File: src/rtl/fu_pipe_pkg.sv
// -----------------------------------------------------------------------------
// fu_pipe_pkg
// Shared types and helpers for the pipelined multiply functional unit.
//   fu_op_e     : multiply opcode (low half / signed-high / unsigned-high /
//                 signed-by-unsigned-high)
//   fu_ctrl_t   : branch-resolution command broadcast to every pipe stage
//   mask_hit    : does a branch mask depend on a given checkpoint
//   mask_clear  : drop a resolved checkpoint from a branch mask
// Masks are handled at MASK_MAX bits inside the helpers so one definition
// serves every CHECKPOINTS setting up to 32; callers zero-extend on the way
// in and truncate on the way out.
// -----------------------------------------------------------------------------
package fu_pipe_pkg;

    localparam int MASK_MAX  = 32;
    localparam int MASK_ID_W = 5;

    typedef enum logic [1:0] {
        OP_MULLO  = 2'b00,
        OP_MULH   = 2'b01,
        OP_MULHU  = 2'b10,
        OP_MULHSU = 2'b11
    } fu_op_e;

    typedef struct packed {
        logic                 kill;  // resolved branch mispredicted
        logic                 clr;   // resolved branch was correct
        logic [MASK_ID_W-1:0] id;    // checkpoint of the resolved branch
    } fu_ctrl_t;

    function automatic logic mask_hit(input logic [MASK_MAX-1:0]  mask,
                                      input logic [MASK_ID_W-1:0] id);
        logic [MASK_MAX-1:0] sel;
        sel = MASK_MAX'(1) << id;
        return |(mask & sel);
    endfunction

    function automatic logic [MASK_MAX-1:0] mask_clear(input logic [MASK_MAX-1:0]  mask,
                                                       input logic [MASK_ID_W-1:0] id);
        logic [MASK_MAX-1:0] sel;
        sel = MASK_MAX'(1) << id;
        return mask & ~sel;
    endfunction

endpackage

File: src/rtl/fu_pipe_if.sv
// -----------------------------------------------------------------------------
// fu_pipe_if
// Issue-side and writeback-side signals of the multiply unit, plus the branch
// resolution broadcast.
//   Handshake (both sides): a transfer happens in a cycle where valid and
//   ready are both high. Valid never depends on ready from the same side.
//   The unit's inReady_o is combinational from its own last-stage state and
//   outReady_i; the payload must be held stable while valid is high and
//   ready is low.
// Modports:
//   slave  : the functional unit's view
//   master : the issuing / writeback environment's view
// -----------------------------------------------------------------------------
interface fu_pipe_if #(
    parameter int DATA_W          = 32,
    parameter int CHECKPOINTS     = 4,
    parameter int CHECKPOINTS_LOG = 2,
    parameter int TAG_W           = 20
);
    logic                       inValid_i;
    logic                       inReady_o;
    logic [1:0]                 inOpcode_i;
    logic [DATA_W-1:0]          inData1_i;
    logic [DATA_W-1:0]          inData2_i;
    logic [CHECKPOINTS-1:0]     inMask_i;
    logic [TAG_W-1:0]           inTag_i;
    logic                       ctrlVerified_i;
    logic                       ctrlMispredict_i;
    logic [CHECKPOINTS_LOG-1:0] ctrlSMTid_i;
    logic                       outValid_o;
    logic                       outReady_i;
    logic [DATA_W-1:0]          outResult_o;
    logic [CHECKPOINTS-1:0]     outMask_o;
    logic [TAG_W-1:0]           outTag_o;

    modport slave (
        input  inValid_i, inOpcode_i, inData1_i, inData2_i, inMask_i, inTag_i,
               ctrlVerified_i, ctrlMispredict_i, ctrlSMTid_i, outReady_i,
        output inReady_o, outValid_o, outResult_o, outMask_o, outTag_o
    );

    modport master (
        output inValid_i, inOpcode_i, inData1_i, inData2_i, inMask_i, inTag_i,
               ctrlVerified_i, ctrlMispredict_i, ctrlSMTid_i, outReady_i,
        input  inReady_o, outValid_o, outResult_o, outMask_o, outTag_o
    );
endinterface

File: src/rtl/fu_pipe_stage.sv
// -----------------------------------------------------------------------------
// fu_pipe_stage
// One register stage of the multiply pipe: valid bit, branch mask and an
// opaque payload. On advance it loads the upstream entry, otherwise it holds
// its own. Kill/clear from the branch unit are applied to whichever entry
// lands in the register, so a killed entry becomes a bubble even while the
// pipe is stalled, and an upstream entry killed this cycle never arrives.
// Ports:
//   clk, reset        clock, synchronous active-high reset (clears valid)
//   advance_i         shift enable shared by all stages
//   ctrl_i            branch resolution command
//   valid_i/mask_i/payload_i   upstream entry
//   valid_o/mask_o/payload_o   registered entry
// -----------------------------------------------------------------------------
module fu_pipe_stage
    import fu_pipe_pkg::*;
#(
    parameter int CHECKPOINTS = 4,
    parameter int PAYLOAD_W   = 52
) (
    input  logic                   clk,
    input  logic                   reset,
    input  logic                   advance_i,
    input  fu_ctrl_t               ctrl_i,
    input  logic                   valid_i,
    input  logic [CHECKPOINTS-1:0] mask_i,
    input  logic [PAYLOAD_W-1:0]   payload_i,
    output logic                   valid_o,
    output logic [CHECKPOINTS-1:0] mask_o,
    output logic [PAYLOAD_W-1:0]   payload_o
);
    logic                   valid_q, valid_d;
    logic [CHECKPOINTS-1:0] mask_q, mask_d;
    logic [PAYLOAD_W-1:0]   payload_q, payload_d;
    logic                   src_valid;
    logic [CHECKPOINTS-1:0] src_mask;

    always_comb begin
        src_valid = advance_i ? valid_i : valid_q;
        src_mask  = advance_i ? mask_i  : mask_q;
        payload_d = advance_i ? payload_i : payload_q;
        valid_d   = src_valid & ~(ctrl_i.kill & mask_hit(MASK_MAX'(src_mask), ctrl_i.id));
        mask_d    = ctrl_i.clr ? CHECKPOINTS'(mask_clear(MASK_MAX'(src_mask), ctrl_i.id))
                               : src_mask;
    end

    always_ff @(posedge clk) begin
        if (reset) begin
            valid_q <= 1'b0;
        end else begin
            valid_q <= valid_d;
        end
    end

    // Mask and payload are meaningless while valid is low, so no reset.
    always_ff @(posedge clk) begin
        mask_q    <= mask_d;
        payload_q <= payload_d;
    end

    assign valid_o   = valid_q;
    assign mask_o    = mask_q;
    assign payload_o = payload_q;
endmodule

File: src/rtl/fu_pipe.sv
// -----------------------------------------------------------------------------
// fu_pipe
// Multi-cycle pipelined integer multiplier with branch-mask tracking and
// valid/ready back-pressure toward writeback. The full 2*DATA_W product is
// formed at issue and the selected half rides the pipe with the tag.
// Ports:
//   clk, reset   clock, synchronous active-high reset (drops all in-flight ops)
//   bus          fu_pipe_if.slave: issue handshake, operands, mask, tag,
//                branch resolution, writeback handshake and result
// Optional (macro FU_PIPE_PERF_EN):
//   perfIssued_o   accepted ops
//   perfKilled_o   entries killed (pipe stages plus filtered input)
//   perfStallCyc_o cycles with a result waiting and writeback not ready
// -----------------------------------------------------------------------------
module fu_pipe
    import fu_pipe_pkg::*;
#(
    parameter int LATENCY         = 3,
    parameter int DATA_W          = 32,
    parameter int CHECKPOINTS     = 4,
    parameter int CHECKPOINTS_LOG = 2,
    parameter int TAG_W           = 20
) (
    input  logic        clk,
    input  logic        reset,
    fu_pipe_if.slave    bus
`ifdef FU_PIPE_PERF_EN
    ,
    output logic [31:0] perfIssued_o,
    output logic [31:0] perfKilled_o,
    output logic [31:0] perfStallCyc_o
`endif
);
    localparam int LAST = LATENCY - 1;

    typedef struct packed {
        logic [DATA_W-1:0] result;
        logic [TAG_W-1:0]  tag;
    } fu_result_t;

    localparam int PAYLOAD_W = $bits(fu_result_t);

    fu_ctrl_t               ctrl;
    logic                   advance;
    logic                   stg_valid   [LATENCY];
    logic [CHECKPOINTS-1:0] stg_mask    [LATENCY];
    fu_result_t             stg_payload [LATENCY];
    fu_result_t             in_payload;
    logic                   a_signed, b_signed;
    logic [2*DATA_W-1:0]    a_ext, b_ext, product;

    always_comb begin
        ctrl.kill = bus.ctrlVerified_i & bus.ctrlMispredict_i;
        ctrl.clr  = bus.ctrlVerified_i & ~bus.ctrlMispredict_i;
        ctrl.id   = MASK_ID_W'(bus.ctrlSMTid_i);
    end

    // Bubbles are not squeezed out: the whole pipe moves or the whole pipe holds.
    assign advance       = ~stg_valid[LAST] | bus.outReady_i;
    assign bus.inReady_o = advance;

    // Extending both operands to 2*DATA_W according to their signedness makes
    // the low 2*DATA_W bits of a plain multiply correct for every opcode.
    always_comb begin
        a_signed = (bus.inOpcode_i == OP_MULH) || (bus.inOpcode_i == OP_MULHSU);
        b_signed = (bus.inOpcode_i == OP_MULH);
        a_ext    = {{DATA_W{a_signed & bus.inData1_i[DATA_W-1]}}, bus.inData1_i};
        b_ext    = {{DATA_W{b_signed & bus.inData2_i[DATA_W-1]}}, bus.inData2_i};
        product  = a_ext * b_ext;
        in_payload.result = (bus.inOpcode_i == OP_MULLO) ? product[DATA_W-1:0]
                                                         : product[2*DATA_W-1:DATA_W];
        in_payload.tag    = bus.inTag_i;
    end

    for (genvar g = 0; g < LATENCY; g++) begin : g_stage
        if (g == 0) begin : g_first
            fu_pipe_stage #(.CHECKPOINTS(CHECKPOINTS), .PAYLOAD_W(PAYLOAD_W)) u_stage (
                .clk       (clk),
                .reset     (reset),
                .advance_i (advance),
                .ctrl_i    (ctrl),
                .valid_i   (bus.inValid_i),
                .mask_i    (bus.inMask_i),
                .payload_i (in_payload),
                .valid_o   (stg_valid[g]),
                .mask_o    (stg_mask[g]),
                .payload_o (stg_payload[g])
            );
        end else begin : g_next
            fu_pipe_stage #(.CHECKPOINTS(CHECKPOINTS), .PAYLOAD_W(PAYLOAD_W)) u_stage (
                .clk       (clk),
                .reset     (reset),
                .advance_i (advance),
                .ctrl_i    (ctrl),
                .valid_i   (stg_valid[g-1]),
                .mask_i    (stg_mask[g-1]),
                .payload_i (stg_payload[g-1]),
                .valid_o   (stg_valid[g]),
                .mask_o    (stg_mask[g]),
                .payload_o (stg_payload[g])
            );
        end
    end

    // Resolution is visible on the output in the same cycle: a killed result
    // is withheld and a correctly-resolved bit is already gone from the mask.
    assign bus.outValid_o  = stg_valid[LAST]
                           & ~(ctrl.kill & mask_hit(MASK_MAX'(stg_mask[LAST]), ctrl.id));
    assign bus.outMask_o   = ctrl.clr ? CHECKPOINTS'(mask_clear(MASK_MAX'(stg_mask[LAST]), ctrl.id))
                                      : stg_mask[LAST];
    assign bus.outResult_o = stg_payload[LAST].result;
    assign bus.outTag_o    = stg_payload[LAST].tag;

`ifdef FU_PIPE_PERF_EN
    logic [31:0] issued_q, killed_q, stall_q;
    logic [31:0] kill_cnt;

    always_comb begin
        kill_cnt = 32'(bus.inValid_i & advance & ctrl.kill
                       & mask_hit(MASK_MAX'(bus.inMask_i), ctrl.id));
        for (int i = 0; i < LATENCY; i++) begin
            kill_cnt = kill_cnt + 32'(stg_valid[i] & ctrl.kill
                                      & mask_hit(MASK_MAX'(stg_mask[i]), ctrl.id));
        end
    end

    always_ff @(posedge clk) begin
        if (reset) begin
            issued_q <= '0;
            killed_q <= '0;
            stall_q  <= '0;
        end else begin
            issued_q <= issued_q + 32'(bus.inValid_i & advance);
            killed_q <= killed_q + kill_cnt;
            stall_q  <= stall_q + 32'(stg_valid[LAST] & ~bus.outReady_i);
        end
    end

    assign perfIssued_o   = issued_q;
    assign perfKilled_o   = killed_q;
    assign perfStallCyc_o = stall_q;
`endif
endmodule

File: src/flat_wrapper.sv
// flat-port wrapper written by rule: the top's interface ports become plain ports
module fu_pipe_flat import fu_pipe_pkg::*;
#(
    parameter int LATENCY         = 3,
    parameter int DATA_W          = 32,
    parameter int CHECKPOINTS     = 4,
    parameter int CHECKPOINTS_LOG = 2,
    parameter int TAG_W           = 20
)
  (clk, reset, bus_inValid_i, bus_inOpcode_i, bus_inData1_i, bus_inData2_i, bus_inMask_i, bus_inTag_i, bus_ctrlVerified_i, bus_ctrlMispredict_i, bus_ctrlSMTid_i, bus_outReady_i, bus_inReady_o, bus_outValid_o, bus_outResult_o, bus_outMask_o, bus_outTag_o);
  fu_pipe_if #(.DATA_W(DATA_W), .CHECKPOINTS(CHECKPOINTS), .CHECKPOINTS_LOG(CHECKPOINTS_LOG), .TAG_W(TAG_W)) bus_i ();
  input  logic clk;
  input  logic reset;
  input wire logic [$bits(bus_i.inValid_i)-1:0] bus_inValid_i;
  input wire logic [$bits(bus_i.inOpcode_i)-1:0] bus_inOpcode_i;
  input wire logic [$bits(bus_i.inData1_i)-1:0] bus_inData1_i;
  input wire logic [$bits(bus_i.inData2_i)-1:0] bus_inData2_i;
  input wire logic [$bits(bus_i.inMask_i)-1:0] bus_inMask_i;
  input wire logic [$bits(bus_i.inTag_i)-1:0] bus_inTag_i;
  input wire logic [$bits(bus_i.ctrlVerified_i)-1:0] bus_ctrlVerified_i;
  input wire logic [$bits(bus_i.ctrlMispredict_i)-1:0] bus_ctrlMispredict_i;
  input wire logic [$bits(bus_i.ctrlSMTid_i)-1:0] bus_ctrlSMTid_i;
  input wire logic [$bits(bus_i.outReady_i)-1:0] bus_outReady_i;
  output wire logic [$bits(bus_i.inReady_o)-1:0] bus_inReady_o;
  output wire logic [$bits(bus_i.outValid_o)-1:0] bus_outValid_o;
  output wire logic [$bits(bus_i.outResult_o)-1:0] bus_outResult_o;
  output wire logic [$bits(bus_i.outMask_o)-1:0] bus_outMask_o;
  output wire logic [$bits(bus_i.outTag_o)-1:0] bus_outTag_o;
  assign bus_i.inValid_i = bus_inValid_i;
  assign bus_i.inOpcode_i = bus_inOpcode_i;
  assign bus_i.inData1_i = bus_inData1_i;
  assign bus_i.inData2_i = bus_inData2_i;
  assign bus_i.inMask_i = bus_inMask_i;
  assign bus_i.inTag_i = bus_inTag_i;
  assign bus_i.ctrlVerified_i = bus_ctrlVerified_i;
  assign bus_i.ctrlMispredict_i = bus_ctrlMispredict_i;
  assign bus_i.ctrlSMTid_i = bus_ctrlSMTid_i;
  assign bus_i.outReady_i = bus_outReady_i;
  assign bus_inReady_o = bus_i.inReady_o;
  assign bus_outValid_o = bus_i.outValid_o;
  assign bus_outResult_o = bus_i.outResult_o;
  assign bus_outMask_o = bus_i.outMask_o;
  assign bus_outTag_o = bus_i.outTag_o;
  fu_pipe #(.LATENCY(LATENCY), .DATA_W(DATA_W), .CHECKPOINTS(CHECKPOINTS), .CHECKPOINTS_LOG(CHECKPOINTS_LOG), .TAG_W(TAG_W)) u_core (.clk(clk), .reset(reset), .bus(bus_i));
endmodule
File: config.mk
export PLATFORM = sky130hd
export DESIGN_NAME = fu_pipe_flat
export DESIGN_NICKNAME = d
export VERILOG_FILES = /design/src/rtl/fu_pipe_pkg.sv /design/src/rtl/fu_pipe_if.sv /design/src/rtl/fu_pipe_stage.sv /design/src/rtl/fu_pipe.sv /design/src/flat_wrapper.sv
export SDC_FILE = /design/constraint.sdc
export NUM_CORES = 2
export LEC_CHECK = 0
export ABC_AREA = 0
export CELL_PAD_IN_SITES_DETAIL_PLACEMENT = 0
export CELL_PAD_IN_SITES_GLOBAL_PLACEMENT = 1
export CORE_MARGIN = 2
export CORE_UTILIZATION = 35
export DETAILED_ROUTE_END_ITERATION = 10
export PLACE_DENSITY = 0.64
export SLEW_MARGIN = 20
export SYNTH_ARGS = -nofsm -noshare
export SYNTH_HDL_FRONTEND = slang
export SYNTH_SLANG_ARGS = --single-unit
export TNS_END_PERCENT = 10
File: constraint.sdc
create_clock -name clk -period 12.7 [get_ports clk]
set_input_delay 1.27 -clock clk [delete_from_list [all_inputs] [get_ports clk]]
set_output_delay 1.27 -clock clk [all_outputs]
set_load 0.05 [all_outputs]
# Word-level counts from Yosys, hierarchy flattened
# Index checks and enable logic that the tools add are counted.
# totals
ff_bits	171
latchBits	0
ram_bits	0
romBits	0
input_bits	98
out_inout_bits	58
word_cells	58
n_memories	0
# op_classes
n_addsub	0
n_mul	1
div_mod_pow	0
magnitude_cmp	0
n_eq_ne	2
n_shift	1
mux	11
bitwise	28
n_reduce_logical	6
# op_table
cell	n
bitwise AND 4 x 32 -> 32 bit	4
OR reduction 32 bit	4
multiplier 33 x 33 -> 64 bit	1
2-to-1 mux 32 bit	1
<< shifter 1 x 2 -> 32 bit, first input constant	1
2-to-1 mux 4 bit	7
bitwise AND 4 bit	4
bitwise AND 1 bit	12
inverter 1 bit	6
inverter 4 bit	1
2-to-1 mux 1 bit	3
== test 2 x 1 -> 1 bit, second input constant	1
== test 2 bit, second input constant	1
zero test 2 bit	1
logical OR 1 bit	1
OR 1 bit	1

# Depth between registers and ports, before layout
# depth
ltp_word	8
mapped_depth	31

# Hierarchy
# From an unflattened synthesis, not the netlist that was laid out.
# hier_totals
cells_unflattened	4573
area_unflattened_um2	44089.8
# by_module_without_submodules
module	n_inst	cells_per_inst	area_per_inst_um2	seq_area_each_um2
fu_pipe	1	4318	38508.2	0.0
fu_pipe_stage	3	85	1860.5	1661.6

# Worst setup path after synthesis
# Ideal clock, no wire load.
# synth_path
path_type	input -> register
start	input bus_inOpcode_i[0]
end	register u_core.g_stage[0].g_first.u_stage.payload_q[49], data pin
t_arrival_ns	8.853
setup_slack_ns	3.712
path_stages	28
path_buffers	3
path_cell_list	clkbuf_1 and2_1 clkbuf_1 clkbuf_1 nand2_1 fa_1 fa_1 inv_1 fa_1 inv_1 fa_1 inv_1 fa_1 fa_1 fa_1 inv_1 fa_1 inv_1 ha_1 inv_1 nor3_1 nand2_1 nor3_1 o2111a_2 o31ai_4 o21a_4 or4_1 nand3_1
# synth_via
elab_chain_cells	5
word_cells_on_any_way	8
classes_between	1 x mul; 2 x eq/ne; 1 x mux; 2 x bitwise; 2 x reduce/logical
# synth_rtl
element	line	text
from (decl)	flat_wrapper.sv:15	input wire logic [$bits(bus_i.inOpcode_i)-1:0] bus_inOpcode_i;
== test 2 x 1 -> 1 bit or == test 2 bit (tied branches)	fu_pipe.sv:65, fu_pipe.sv:66	
logical OR 1 bit	fu_pipe.sv:65	a_signed = (bus.inOpcode_i == OP_MULH) || (bus.inOpcode_i == OP_MULHSU);
bitwise AND 1 bit	fu_pipe.sv:67	a_ext = {{DATA_W{a_signed & bus.inData1_i[DATA_W-1]}}, bus.inData1_i};
multiplier 33 x 33 -> 64 bit	fu_pipe.sv:69	product = a_ext * b_ext;
2-to-1 mux 32 bit *	fu_pipe.sv:70	in_payload.result = (bus.inOpcode_i == OP_MULLO) ? product[DATA_W-1:0]
net u_core.g_stage[0].g_first.u_stage.payload_i[49]	fu_pipe_stage.sv:27	input logic [PAYLOAD_W-1:0] payload_i,
to (signal assigned)	fu_pipe_stage.sv:58	payload_q <= payload_d;
to (decl)	fu_pipe_stage.sv:34	logic [PAYLOAD_W-1:0] payload_q, payload_d;
# Mark *: on every way through the listed nets, which the timed path passes. The rest lies on a longest branch.
# A chain may end at the register's enable or synchronous reset.

# Worst setup path after layout
# layout_path
start	input bus_inData1_i[31]
end	register u_core.g_stage[0].g_first.u_stage.payload_q[48], data pin
# layout_via
elab_chain_cells	3
# layout_rtl
element	line	text
from (decl)	flat_wrapper.sv:16	input wire logic [$bits(bus_i.inData1_i)-1:0] bus_inData1_i;
bitwise AND 1 bit	fu_pipe.sv:67	
multiplier 33 x 33 -> 64 bit *	fu_pipe.sv:69	
2-to-1 mux 32 bit *	fu_pipe.sv:70	
net u_core.g_stage[0].g_first.u_stage.payload_i[48]	fu_pipe_stage.sv:27	
# Marked as above.

==> flow_metrics.env <==
export IMPL_run_status="finished with violations"
export IMPL_failed_checks="DRC"
export IMPL_numCtsBuffers=17
export IMPL_synth_warning_count=0
export IMPL_numClockSinks=171
export IMPL_synth_area_um2=43700
export IMPL_buffer_ports_inserted=155
export IMPL_synth_largest_type_area_fraction_pct=51.6
export IMPL_insertion_delay_ps=430
export IMPL_netlist_top_cells_area="fa_1 52%, edfxtp_1 11%, inv_1 10%"
export IMPL_routed_vias_inst=4.74
export IMPL_layout_net_count=6002
export IMPL_synth_cell_types=70
export IMPL_resize_count_post_cts=0
export IMPL_worst_endpoint_required_ps=12870
export IMPL_synthTopCellsByCount="1203 x inv_1, 1125 x fa_1, 835 x nand2_1"
export IMPL_dpl_hpwl_um=101000
export IMPL_global_route_usage_total_pct=19.5
export IMPL_ys_seq_area_share_pct=11.4
export IMPL_cts_path_max_buffers=2
export IMPL_maxSlewViolCount=0
export IMPL_synthArstFlopShare_pct=0
export IMPL_min_path_type="reg2reg"
export IMPL_dieWidth_um=357
export IMPL_crit_path_end_kind="flip-flop"
export IMPL_die_height_um=357
export IMPL_core_rowCount=129
export IMPL_buffer_cell_driving_the_clock_tree_root="clkbuf_16"
export IMPL_floorplan_io_pins=156
export IMPL_globalRouteOverflowTotal=0
export IMPL_fmax_mhz=97.5
export IMPL_timing_max_cap_violations=0
export IMPL_die_area_um2=128000
export IMPL_synth_edf_count=156
export IMPL_drt_initial_drc_count=1459
export IMPL_drt_total_wl_um=118000
export IMPL_grt_pass1_vias=32892
export IMPL_synth_seq_cells=171
export IMPL_fill_cells=12531
export IMPL_post_route_cells_drive_above_1_share_pct=3.12
export IMPL_cp_max_fo=23
export IMPL_tightestPinTransition_ps=1130
export IMPL_fin_crit_ps=10260
export IMPL_design_core_area_um2=124000
export IMPL_timing_setup_critical_path_class="in2reg"
export IMPL_grt_setup_unrepaired="no"
export IMPL_synthesis_area_per_instance_um2=9.61
export IMPL_cts_hold_fix_buffers=0
export IMPL_drt_antenna_violating_nets=0
export IMPL_grt_pass1_wl_um=191000
export IMPL_worst_ep_arrival_time_ps=10430
export IMPL_postSynthNetCount=5979
export IMPL_count_of_vias_placed_by_the_detailed_router=29443
export IMPL_synth_ff_type="edfxtp_1"
export IMPL_area_delta_synth_final_pct=8.91
export IMPL_fin_worst_hold_slack_ps=419
export IMPL_max_slew_margin_pct=24.3
export IMPL_worst_skew_ps=16.3
export IMPL_grt_antenna_before_repair=9
export IMPL_worst_setup_path_start_kind="primary input"
export IMPL_grt_start_max_net_pins=56
export IMPL_synth_largest_area_cell="fa_1"
export IMPL_drt_first_pass_iters=8
export IMPL_starting_density_of_the_core_pct=35.3
export IMPL_postCtsSetupBuffers=0
export IMPL_place_congestion=0.836
export IMPL_drc_errors_left=18
export IMPL_cts_reportedPaths_clkPinSlew_ps=80
export IMPL_finalSetupViolCount=0
export IMPL_final_setup_tns_ps=0
export IMPL_finalCritPeriodShare_pct=80.8
export IMPL_yosysMostFrequentCell="inv_1"
export IMPL_wire_per_inst_um=19.0
export IMPL_cts_htree_levels=4
export IMPL_final_hold_violation_count=0
export IMPL_synth_cells=4544
export IMPL_cts_tree="built"
worst max-delay path, cell delays in order:
cell and delay [ps]:
clkdlybuf4s50_1 680, and2_1 870, nand2_1 290, fa_1 590, fa_1 500, inv_1 70
fa_1 770, inv_1 270, fa_1 640, inv_1 470, fa_1 540, fa_1 500
fa_1 490, inv_1 50, fa_1 470, inv_1 40, ha_1 320, and3_1 200
nand2_1 70, nand2_1 50, o22ai_1 280, a2111oi_2 90, a2111oi_0 570, o41ai_1 110
nand3b_1 180
worst paths after layout:
| kind | from | to | slack (ps) | cells past startpoint |
|---|---|---|---|---|
| worst max-delay path | bus_inData1_i[31] | u_core.g_stage[0].g_first.u_stage.payload_o[48] | 2440 | 25 |
| worst min-delay path | u_core.g_stage[1].g_next.u_stage.payload_o[16] | u_core.g_stage[2].g_next.u_stage.payload_o[16] | 420 | 0 |
| worst max register to register | u_core.g_stage[2].g_next.u_stage.valid_o | u_core.g_stage[2].g_next.u_stage.payload_o[40] | 9870 | 6 |
| worst min register to register | u_core.g_stage[1].g_next.u_stage.payload_o[16] | u_core.g_stage[2].g_next.u_stage.payload_o[16] | 420 | 0 |
metal layers:
layer	track usage, %	wire length, um
met1	27.3	54000
met2	33.0	57800
met3	1.89	4170
met4	3.80	2410
met5	0	37
sequential cells by signal, summed over array words and instances, names as in the netlist:
| name | count |
|---|---|
| u_core.g_stage.g_first.u_stage.payload_o | 52 |
| u_core.g_stage.g_first.u_stage.mask_o | 4 |
| u_core.g_stage.g_first.u_stage.valid_o | 1 |
| u_core.g_stage.g_next.u_stage.valid_o | 2 |
| u_core.g_stage.g_next.u_stage.mask_o | 8 |
| u_core.g_stage.g_next.u_stage.payload_o | 104 |
cells by family (layout without fill, tap and decap cells):
kind of cell | count (synthesis) | count (layout) | synth area share, %
buffers and inverters | 1432 | 1468 | 12.3
multiplexers | 20 | 20 | 0.573
flip-flops | 171 | 171 | 11.4
AO/OA/AOI/OAI | 237 | 237 | 3.57
XOR/XNOR | 65 | 65 | 1.32
AND/OR/NAND/NOR | 1282 | 1282 | 13.1
adder cells (fa/ha/maj) | 1337 | 1337 | 57.6
other | 0 | 1 | 0
layout make-up:
| cell class | instances | area [um^2] | area share (%) |
|---|---|---|---|
| clock buffer | 17 | 425 | 0.894 |
| multi-input combinational | 2941 | 33300 | 70.0 |
| clock inverter | 15 | 170 | 0.358 |
| sequential | 171 | 4980 | 10.5 |
| antenna | 1 | 2.50 | 0.00526 |
| timing repair buffer | 233 | 2110 | 4.44 |
| inverter | 1203 | 4520 | 9.51 |
| tap | 1637 | 2050 | 4.31 |
cells in the final DEF, fill, tap and decap left out, drive strengths merged, types with 36 or more instances in the layout:
cell,Yosys,routed
fa,1125,1125
edfxtp,156,156
ha,212,212
inv,1203,1211
and2,274,274
nor2,75,75
nand2,835,835
a21oi,85,85
clkdlybuf4s50,0,150
xnor2,46,46
buf,9,83
o21ai,36,36
per-stage QoR:
stage | worst slack [ps] | util [%] | instances | instance area [um^2]
finish | 2440 | 38.4 | 6218 | 47600
CTS | 2390 | 38.4 | 6217 | 47600
global route | 1920 | 38.4 | 6217 | 47600
detailed placement | 1950 | 37.9 | 6185 | 47000
floorplan | 3710 | - | 4544 | 43700
global placement | 2060 | 37.9 | 6185 | 47000
Power is left out: the tool's default activity adds up to more than one toggle a clock period on the data nets, which glitch-free logic cannot reach.
